`src/rtl/counter_pkg.sv`:
```
// Shared constants and the per-cycle operation selector for the up/down counter.
package counter_pkg;

  localparam int unsigned DEF_WIDTH       = 16;
  localparam int unsigned DEF_SYNC_STAGES = 2;
  localparam int unsigned MODE_SATURATE   = 0;
  localparam int unsigned MODE_WRAP       = 1;

  typedef enum logic [1:0] {
    OP_HOLD = 2'd0,
    OP_LOAD = 2'd1,
    OP_INC  = 2'd2,
    OP_DEC  = 2'd3
  } op_e;

  // Priority: load > cnt_en > step pulses; opposing pulses cancel.
  function automatic op_e sel_op(input logic ld, input logic en,
                                 input logic up_p, input logic dn_p);
    if (ld)                return OP_LOAD;
    else if (en)           return OP_INC;
    else if (up_p && !dn_p) return OP_INC;
    else if (dn_p && !up_p) return OP_DEC;
    else                   return OP_HOLD;
  endfunction

endpackage

```
`src/rtl/edge_pulse.sv`:
```
// Synchronizes an asynchronous button and emits a one-cycle pulse per rising edge.
module edge_pulse #(
  parameter int unsigned SYNC_STAGES = 2
) (
  input  logic clkin,
  input  logic rst_n,
  input  logic async_i,
  output logic pulse_o
);

  localparam int unsigned LAST = SYNC_STAGES - 1;

  logic [SYNC_STAGES-1:0] sync_q;
  logic [SYNC_STAGES-1:0] fill_q;
  logic                   prev_q;
  logic                   armed_q;

  // fill_q marks when sync_q holds a genuine post-reset sample; arming needs
  // one real low sample so a button held through reset release never steps.
  always_ff @(posedge clkin or negedge rst_n) begin
    if (!rst_n) begin
      sync_q  <= '0;
      fill_q  <= '0;
      prev_q  <= 1'b0;
      armed_q <= 1'b0;
    end else begin
      sync_q  <= {sync_q[SYNC_STAGES-2:0], async_i};
      fill_q  <= {fill_q[SYNC_STAGES-2:0], 1'b1};
      prev_q  <= sync_q[LAST];
      armed_q <= armed_q | (fill_q[LAST] & ~sync_q[LAST]);
    end
  end

  assign pulse_o = sync_q[LAST] & ~prev_q & armed_q;

endmodule

```
`src/rtl/updn_counter_p.sv`:
```
// Loadable up/down counter with level count enable, debounced-by-edge step
// buttons, wrap or saturate at the limits, and an overflow pulse.
module updn_counter_p
  import counter_pkg::*;
#(
  parameter int unsigned WIDTH       = DEF_WIDTH,
  parameter int unsigned WRAP        = MODE_WRAP,
  parameter int unsigned SYNC_STAGES = DEF_SYNC_STAGES
) (
  input  logic             clkin,
  input  logic             rst_n,
  input  logic             load,
  input  logic [WIDTH-1:0] load_val,
  input  logic             cnt_en,
  input  logic             step_up,
  input  logic             step_dn,
  output logic [WIDTH-1:0] q,
  output logic             utc,
  output logic             dtc,
  output logic             ovf
);

  localparam logic [WIDTH-1:0] ALL_ONES = {WIDTH{1'b1}};
  localparam bit               WRAP_EN  = (WRAP == MODE_WRAP);

  logic [WIDTH-1:0] q_q, q_d;
  logic             ovf_q, ovf_d;
  logic             up_p, dn_p;
  op_e              op;

  edge_pulse #(.SYNC_STAGES(SYNC_STAGES)) u_up (
    .clkin   (clkin),
    .rst_n   (rst_n),
    .async_i (step_up),
    .pulse_o (up_p)
  );

  edge_pulse #(.SYNC_STAGES(SYNC_STAGES)) u_dn (
    .clkin   (clkin),
    .rst_n   (rst_n),
    .async_i (step_dn),
    .pulse_o (dn_p)
  );

  assign op = sel_op(load, cnt_en, up_p, dn_p);

  // Next count; a limit crossing either wraps or is blocked, both flag ovf.
  always_comb begin
    q_d   = q_q;
    ovf_d = 1'b0;
    case (op)
      OP_LOAD: q_d = load_val;
      OP_INC: begin
        if (q_q == ALL_ONES) begin
          ovf_d = 1'b1;
          q_d   = WRAP_EN ? '0 : q_q;
        end else begin
          q_d = q_q + WIDTH'(1);
        end
      end
      OP_DEC: begin
        if (q_q == '0) begin
          ovf_d = 1'b1;
          q_d   = WRAP_EN ? ALL_ONES : q_q;
        end else begin
          q_d = q_q - WIDTH'(1);
        end
      end
      default: ;
    endcase
  end

  always_ff @(posedge clkin or negedge rst_n) begin
    if (!rst_n) begin
      q_q   <= '0;
      ovf_q <= 1'b0;
    end else begin
      q_q   <= q_d;
      ovf_q <= ovf_d;
    end
  end

  assign q   = q_q;
  assign ovf = ovf_q;
  assign utc = &q_q;
  assign dtc = ~|q_q;

endmodule

```
`config.mk`:
```
export PLATFORM = sky130hd
export DESIGN_NAME = updn_counter_p
export DESIGN_NICKNAME = d
export VERILOG_FILES = /design/src/rtl/counter_pkg.sv /design/src/rtl/edge_pulse.sv /design/src/rtl/updn_counter_p.sv
export SDC_FILE = /design/constraint.sdc
export NUM_CORES = 1
export LEC_CHECK = 0
export CORE_ASPECT_RATIO = 1.25
export CORE_MARGIN = 2
export CORE_UTILIZATION = 42
export DETAILED_ROUTE_END_ITERATION = 7
export PLACE_DENSITY = 0.71
export SYNTH_ARGS = -nofsm -noshare
export SYNTH_HDL_FRONTEND = slang
export SYNTH_SLANG_ARGS = --single-unit
```
`constraint.sdc`:
```
create_clock -name clkin -period 4.43 [get_ports clkin]
set_clock_uncertainty 0.2 [all_clocks]
set_input_delay 0.886 -clock clkin [delete_from_list [all_inputs] [get_ports clkin]]
set_output_delay 0.886 -clock clkin [all_outputs]
set_load 0.05 [all_outputs]
```
==> run summary, run 1 <==
status: finished clean
vias per inst: 5.97
layout net count: 296
maximum fanout along the worst path: 8
largest net degree at the start of global routing: 28
sequential area share after synthesis: 33.6%
Fin. Hold Viols: 0
CTS H-tree lvls: 1
clk root buf: clkbuf_8
worst slew pin tran: 0.825 ns
Peak VDD IR: 232 uV
post-CTS setup buffers: 0
CTS resizes: 0
period utilisation layout: 85.5%
initial antenna violation count: 0
GR Overflow Total: 0
hold slack: 0.157 ns
total CTS buffers: 3
clk_lat worst skew: 0.29 ns
share of cells above drive strength 1: 8.55%
DR iter-0 viols: 176
DRC: 0
vias in the first global route: 1,813
Hold/Removal Path Class: register to register
final setup vio count: 0
HPWL after DPL: 3880 um
io pins: 41
Worst setup SP type: register
chip width: 65.8 um
crit path cell chain: ha_1 > nand3_4 > or4_4 > nor2_1 > clkdlybuf4s50_1
first-pass GRT wire length: 9030 um
Post-synth EDFFs: 0
CP max stage cell: clkdlybuf4s50_1
ANT cells: 0
CP Data Required Time: 3.34 ns
antenna-violating nets left: 0
Post-Syn Nets: 267
TritonCTS clock tree: yes
Max Root-Sink Buffers: 2
row count: 28
Final min period: 3.79 ns
setup TNS: 0 ns
area share of the largest cell type after synthesis: 33.6%
1st-pass router iterations: 5
TritonCTS Sinks: 27
Register Area: 676 um2
post-synthesis compound-gate area fraction: 24.6%
DR vias: 1,964
fin cells: 329
Placed Cells: 325
Cells after Synth: 241
largest family of logic cells by synthesized area: simple AND/OR/NAND/NOR gates
Worst Setup End Kind: primary output
unrepaired setup endpoints after global routing: no
Pins Over Slew Limit: 0
CORE AREA: 0.00466 mm2
Synth Area in Simple Gates: 28.5%
power density cells: 362 mW/mm2
Synth Flop Type: dfrtp_1
hold_buf cts: 0
Yosys reg bits: 27
CP arrival: 2.70 ns
Fmax: 0.264 GHz
fillcell total: 456
Synth area leader: dfrtp_1
Die Y: 81.3 um
Post-Syn Area per Cell: 8.33 um2
finished layout cell area: 0.00245 mm2
Leak: 0.935 nW
Post-Synth XOR/XNOR Area: 3.49%
area grow syn2layout: 22.0%
area of the multi-input gates: 0.00120 mm2
WL/cell: 16.9 um
post-synthesis mux area share: 0%
Adder-Cell Fraction of Synth Area: 2.49%
YS warnings: 0
Port Buffers: 40
Placed Area: 0.00240 mm2
final RePlAce weighted congestion: 0.920
Worst-path clk slew: 0.10 ns
ys async rst share: 100%
Slew headroom: 44.9%
Place WS: 0.983 ns
Die Area: 0.00535 mm2
Max stage delay on crit path: 0.81 ns
final worst slack: 0.642 ns
Setup Crit Path Kind: register to primary output
Starting Density: 43.1%
Netlist cell types: 57
Total GRT Usage: 22.0%
drt total wl: 5570 um
Synth Cell Area: 0.00201 mm2
MaxCap Viol Count: 0
Area contributors post-synth: dfrtp_1 (34%), a21oi_1 (4.7%), nand2_1 (4.3%), o21ai_0 (4.2%), nor2_1 (3.4%)
==> Yosys cell counts (2+ instances only) <==
| cell | n |
|---|---|
| inv_1 | 8 |
| a21o_1 | 4 |
| nand3_1 | 12 |
| xor2_1 | 4 |
| nor3_1 | 7 |
| nand3b_1 | 2 |
| buf_4 | 2 |
| buf_2 | 3 |
| nand2_1 | 23 |
| a22o_1 | 2 |
| clkbuf_1 | 10 |
| o31ai_1 | 3 |
| o211ai_1 | 3 |
| o22ai_1 | 2 |
| a31oi_1 | 3 |
| and3_1 | 4 |
| dfrtp_1 | 27 |
| or3_1 | 2 |
| o21ai_1 | 7 |
| nor2_1 | 18 |
| xnor2_1 | 4 |
| ha_1 | 4 |
| nand3_2 | 2 |
| or4_4 | 2 |
| nor4_2 | 2 |
| nand2b_1 | 3 |
| a22oi_1 | 2 |
| o21ai_0 | 17 |
| nand4_1 | 3 |
| nor4_1 | 7 |
| a21oi_1 | 19 |
| or4b_1 | 2 |
| buf_6 | 4 |
==> routing by layer <==
metal,routed length [um],vias to the layer above,global-route usage [%]
li1,-,939,-
met1,2360,923,28.5
met2,2740,89,37.0
met3,343,13,1.94
met4,119,0,10.0
met5,0,-,0
==> critical path, delay by kind of cell, from the launching register on <==
| family | cells | cell delay [ns] |
|---|---|---|
| flops | 1 | 0.49 |
| fa+ha+maj | 1 | 0.29 |
| buf+inv | 1 | 0.81 |
| simple gates | 3 | 0.81 |
==> cell families after synthesis <==
group / Yosys count
flip-flops: 27
XOR/XNOR: 8
adder cells (fa/ha/maj): 4
other: 1
AND/OR/NAND/NOR: 99
AO/OA/AOI/OAI: 75
buffers and inverters: 27
==> metrics by stage <==
step	total power, mW	utilization [%]
after global placement	0.729	51.5
after detailed placement	0.734	51.5
after CTS	0.891	52.6
final	0.888	52.6
after floorplan	0.626	-
after global routing	0.940	52.6
==> registers in the layout (all words and copies together) (netlist names) <==
register	count
u_up.prev_q	1
q	16
u_dn.armed_q	1
u_dn.sync_q	2
u_up.sync_q	2
u_dn.prev_q	1
u_dn.fill_q	2
ovf	1
u_up.armed_q	1
==> area by class of cell <==
class / count / area share, %
well taps: 60 / 3.06
multi-input cells: 187 / 48.8
clock inverters: 1 / 0.358
clock buffers: 3 / 1.69
repair buffers: 43 / 17.3
inverters: 8 / 1.23
flip-flops and latches: 27 / 27.6
==> power by group <==
part           switching, mW  total (mW)  internal [mW]
sequential            0.0810       0.358          0.277
combinational          0.233       0.376          0.142
clock                 0.0876       0.154         0.0664
==> cells in the final DEF, fill, tap and decap left out, types with 2 or more instances in the layout <==
master / Yosys / routed
a21o_1: 4 / 4
a21oi_1: 19 / 19
a22o_1: 2 / 2
a22oi_1: 2 / 2
a31oi_1: 3 / 3
and3_1: 4 / 4
buf_4: 2 / 3
clkbuf_8: 0 / 3
clkdlybuf4s50_1: 0 / 40
dfrtp_1: 27 / 27
ha_1: 4 / 4
inv_1: 8 / 8
nand2_1: 23 / 23
nand2b_1: 3 / 3
nand3_1: 12 / 12
nand3_2: 2 / 2
nand3b_1: 2 / 2
nand4_1: 3 / 3
nor2_1: 18 / 18
nor3_1: 7 / 7
nor4_1: 7 / 7
nor4_2: 2 / 2
nor4b_2: 1 / 2
o211ai_1: 3 / 3
o21ai_0: 17 / 17
o21ai_1: 7 / 7
o22ai_1: 2 / 2
o31ai_1: 3 / 3
or3_1: 2 / 2
or4_4: 2 / 2
or4b_1: 2 / 2
xnor2_1: 4 / 4
xor2_1: 4 / 4
==> path summary, 6_finish.rpt <==
| path | from | end | slack (ns) | cells past startpoint |
|---|---|---|---|---|
| worst max-delay path | q[0] | utc | 0.64 | 5 |
| worst min-delay path | u_dn.fill_q[0] | u_dn.fill_q[1] | 0.16 | 0 |
| worst max register to register | q[0] | q[1] | 1.61 | 7 |
| worst min register to register | u_dn.fill_q[0] | u_dn.fill_q[1] | 0.16 | 0 |
| max in group asynchronous | rst_n | u_dn.armed_q | 2.99 | 2 |
| min in group asynchronous | rst_n | ovf | 0.77 | 2 |
No activity file was read; power rests on OpenSTA's default activity.
==> run 2, diff against run 1 <==
RECOVER_POWER = 50   (was unset)
==> run summary, run 2 (synthesized netlist as in run 1, its figures left out) <==
status: finished with violations
failing checks: capacitance limit, slew limit
switching power: 402 uW (about the same)
Fmax: 0.264 GHz (about the same)
CTS resizes: 0 (unchanged)
Setup Crit Path Kind: register to primary output
power density cells: 363 mW/mm2 (about the same)
Sw Ratio: 45.3% (+0.052 points)
hold_buf cts: 0 (unchanged)
drt total wl: 5580 um (+0.27%)
Die Area: 0.00535 mm2 (unchanged)
initial antenna violation count: 0 (unchanged)
io pins: 41 (unchanged)
Final min period: 3.79 ns (+0.000454 ns)
share of cells above drive strength 1: 8.18% (-0.37 points)
vias per inst: 5.93 (-0.61%)
Port Buffers: 40 (unchanged)
setup TNS: 0 ns (unchanged)
Total GRT Usage: 22.0% (unchanged)
CORE AREA: 0.00466 mm2 (unchanged)
Max Root-Sink Buffers: 2 (unchanged)
internal power: 485 uW (-0.19%)
chip width: 65.8 um (unchanged)
Worst-path clk slew: 0.10 ns (about the same)
most frequent cells in the layout: clkdlybuf4s50_1 (37), dfrtp_1 (27), nand2_1 (23), a21oi_1 (19), nor2_1 (18)
maximum fanout along the worst path: 8 (unchanged)
post-CTS setup buffers: 0 (unchanged)
worst slew pin tran: 1.56 ns (+0.733 ns)
sequential share of power: 40.4% (about the same)
DR iter-0 viols: 176 (unchanged)
TritonCTS Sinks: 27 (unchanged)
most common cell after layout, fill and taps aside: clkdlybuf4s50_1
ANT cells: 0 (unchanged)
row count: 28 (unchanged)
clk root buf: clkbuf_8
largest net degree at the start of global routing: 28 (unchanged)
Die Y: 81.3 um (unchanged)
fillcell total: 456 (unchanged)
Worst Setup End Kind: primary output
GR Overflow Total: 0 (unchanged)
Clk pwr share: 17.4% (about the same)
final RePlAce weighted congestion: 0.920 (unchanged)
Hold/Removal Path Class: register to register
MaxCap Viol Count: 1 (+1)
unrepaired setup endpoints after global routing: no
post-layout util: 52.5% (-0.081 points)
CP Data Required Time: 3.34 ns (about the same)
Pins Over Slew Limit: 28 (+28)
first-pass GRT wire length: 9030 um (unchanged)
vias in the first global route: 1,813 (unchanged)
Leak: 0.933 nW (-0.30%)
period utilisation layout: 85.5% (about the same)
antenna-violating nets left: 0 (unchanged)
layout net count: 296 (unchanged)
CTS H-tree lvls: 1 (unchanged)
Slew headroom: -3.91% (-49 points)
Fin. Hold Viols: 0 (unchanged)
HPWL after DPL: 3880 um (unchanged)
Comb power frac: 42.2% (about the same)
total CTS buffers: 3 (unchanged)
Largest register FFs: 16 (unchanged)
DR vias: 1,952 (-0.61%)
area grow syn2layout: 21.8%
WL/cell: 17.0 um (+0.27%)
clk_lat worst skew: 0.29 ns (about the same)
Starting Density: 43.1% (unchanged)
1st-pass router iterations: 4 (-1)
TritonCTS clock tree: yes
Peak VDD IR: 232 uV (about the same)
final setup vio count: 0 (unchanged)
CP arrival: 2.70 ns (about the same)
Worst setup SP type: register
DRC: 0 (unchanged)
-- run 2: cell types whose count changed in the layout (fill, tap and decap cells not counted), sizes merged --
cell	change
clkdlybuf4s50	-3
buf	-1
clkbuf	+1
dlygate4sd3	+3
-- run 2: area by class of cell --
class | count | area, um2 | share of cell area (%)
inverters | 8 | 30.0 | 1.23
well taps | 60 | 75.1 | 3.07
clock buffers | 3 | 41.3 | 1.69
multi-input cells | 187 | 1200 | 48.9
flip-flops and latches | 27 | 676 | 27.6
repair buffers | 43 | 419 | 17.1
clock inverters | 1 | 8.76 | 0.358
-- run 2: worst paths after layout --
path | from | endpoint | slack, ns | cells past startpoint
max | q[0] | utc | 0.64 | 5
min in group asynchronous | rst_n | ovf | 1.30 | 2
max reg2reg | q[0] | q[1] | 1.61 | 7
max in group asynchronous | rst_n | u_dn.armed_q | 1.83 | 2
min | u_dn.fill_q[0] | u_dn.fill_q[1] | 0.16 | 0
min reg2reg | u_dn.fill_q[0] | u_dn.fill_q[1] | 0.16 | 0
-- run 2: power by group through the flow --
stage / logic (mW) / registers [mW] / clock network (mW)
finish: 0.374 / 0.358 / 0.154
global route: 0.402 / 0.366 / 0.171
CTS: 0.375 / 0.356 / 0.160
detailed placement: 0.373 / 0.361 / 0
global placement: 0.371 / 0.358 / 0
floorplan: 0.212 / 0.414 / 0
-- run 2: stage by stage --
step	cell area, um2	total power [mW]	cells	setup WS [ns]	hold slack, ns
finish	2450	0.887	329	0.641	0.157
global route	2450	0.939	329	0.562	0.169
CTS	2450	0.891	329	0.649	0.159
detailed placement	2400	0.734	325	0.983	0.135
global placement	2400	0.729	325	0.990	0.133
floorplan	2010	0.626	241	0.981	0.131
-- run 2: worst max-delay path: stages (launching register included) --
cell             delay (ns)
dfrtp_1                0.49
ha_1                   0.29
nand3_4                0.12
or4_4                  0.57
nor2_1                 0.12
clkdlybuf4s50_1        0.81
-- run 2: per-layer routing --
layer  share of wire [%]  GRT usage, %  vias up
met1                  42          28.5      925
met2                  50          37.0       82
met5                   0             0        -
met4                 1.9          10.0        0
met3                 6.4          1.94        9
li1                    -             -      936
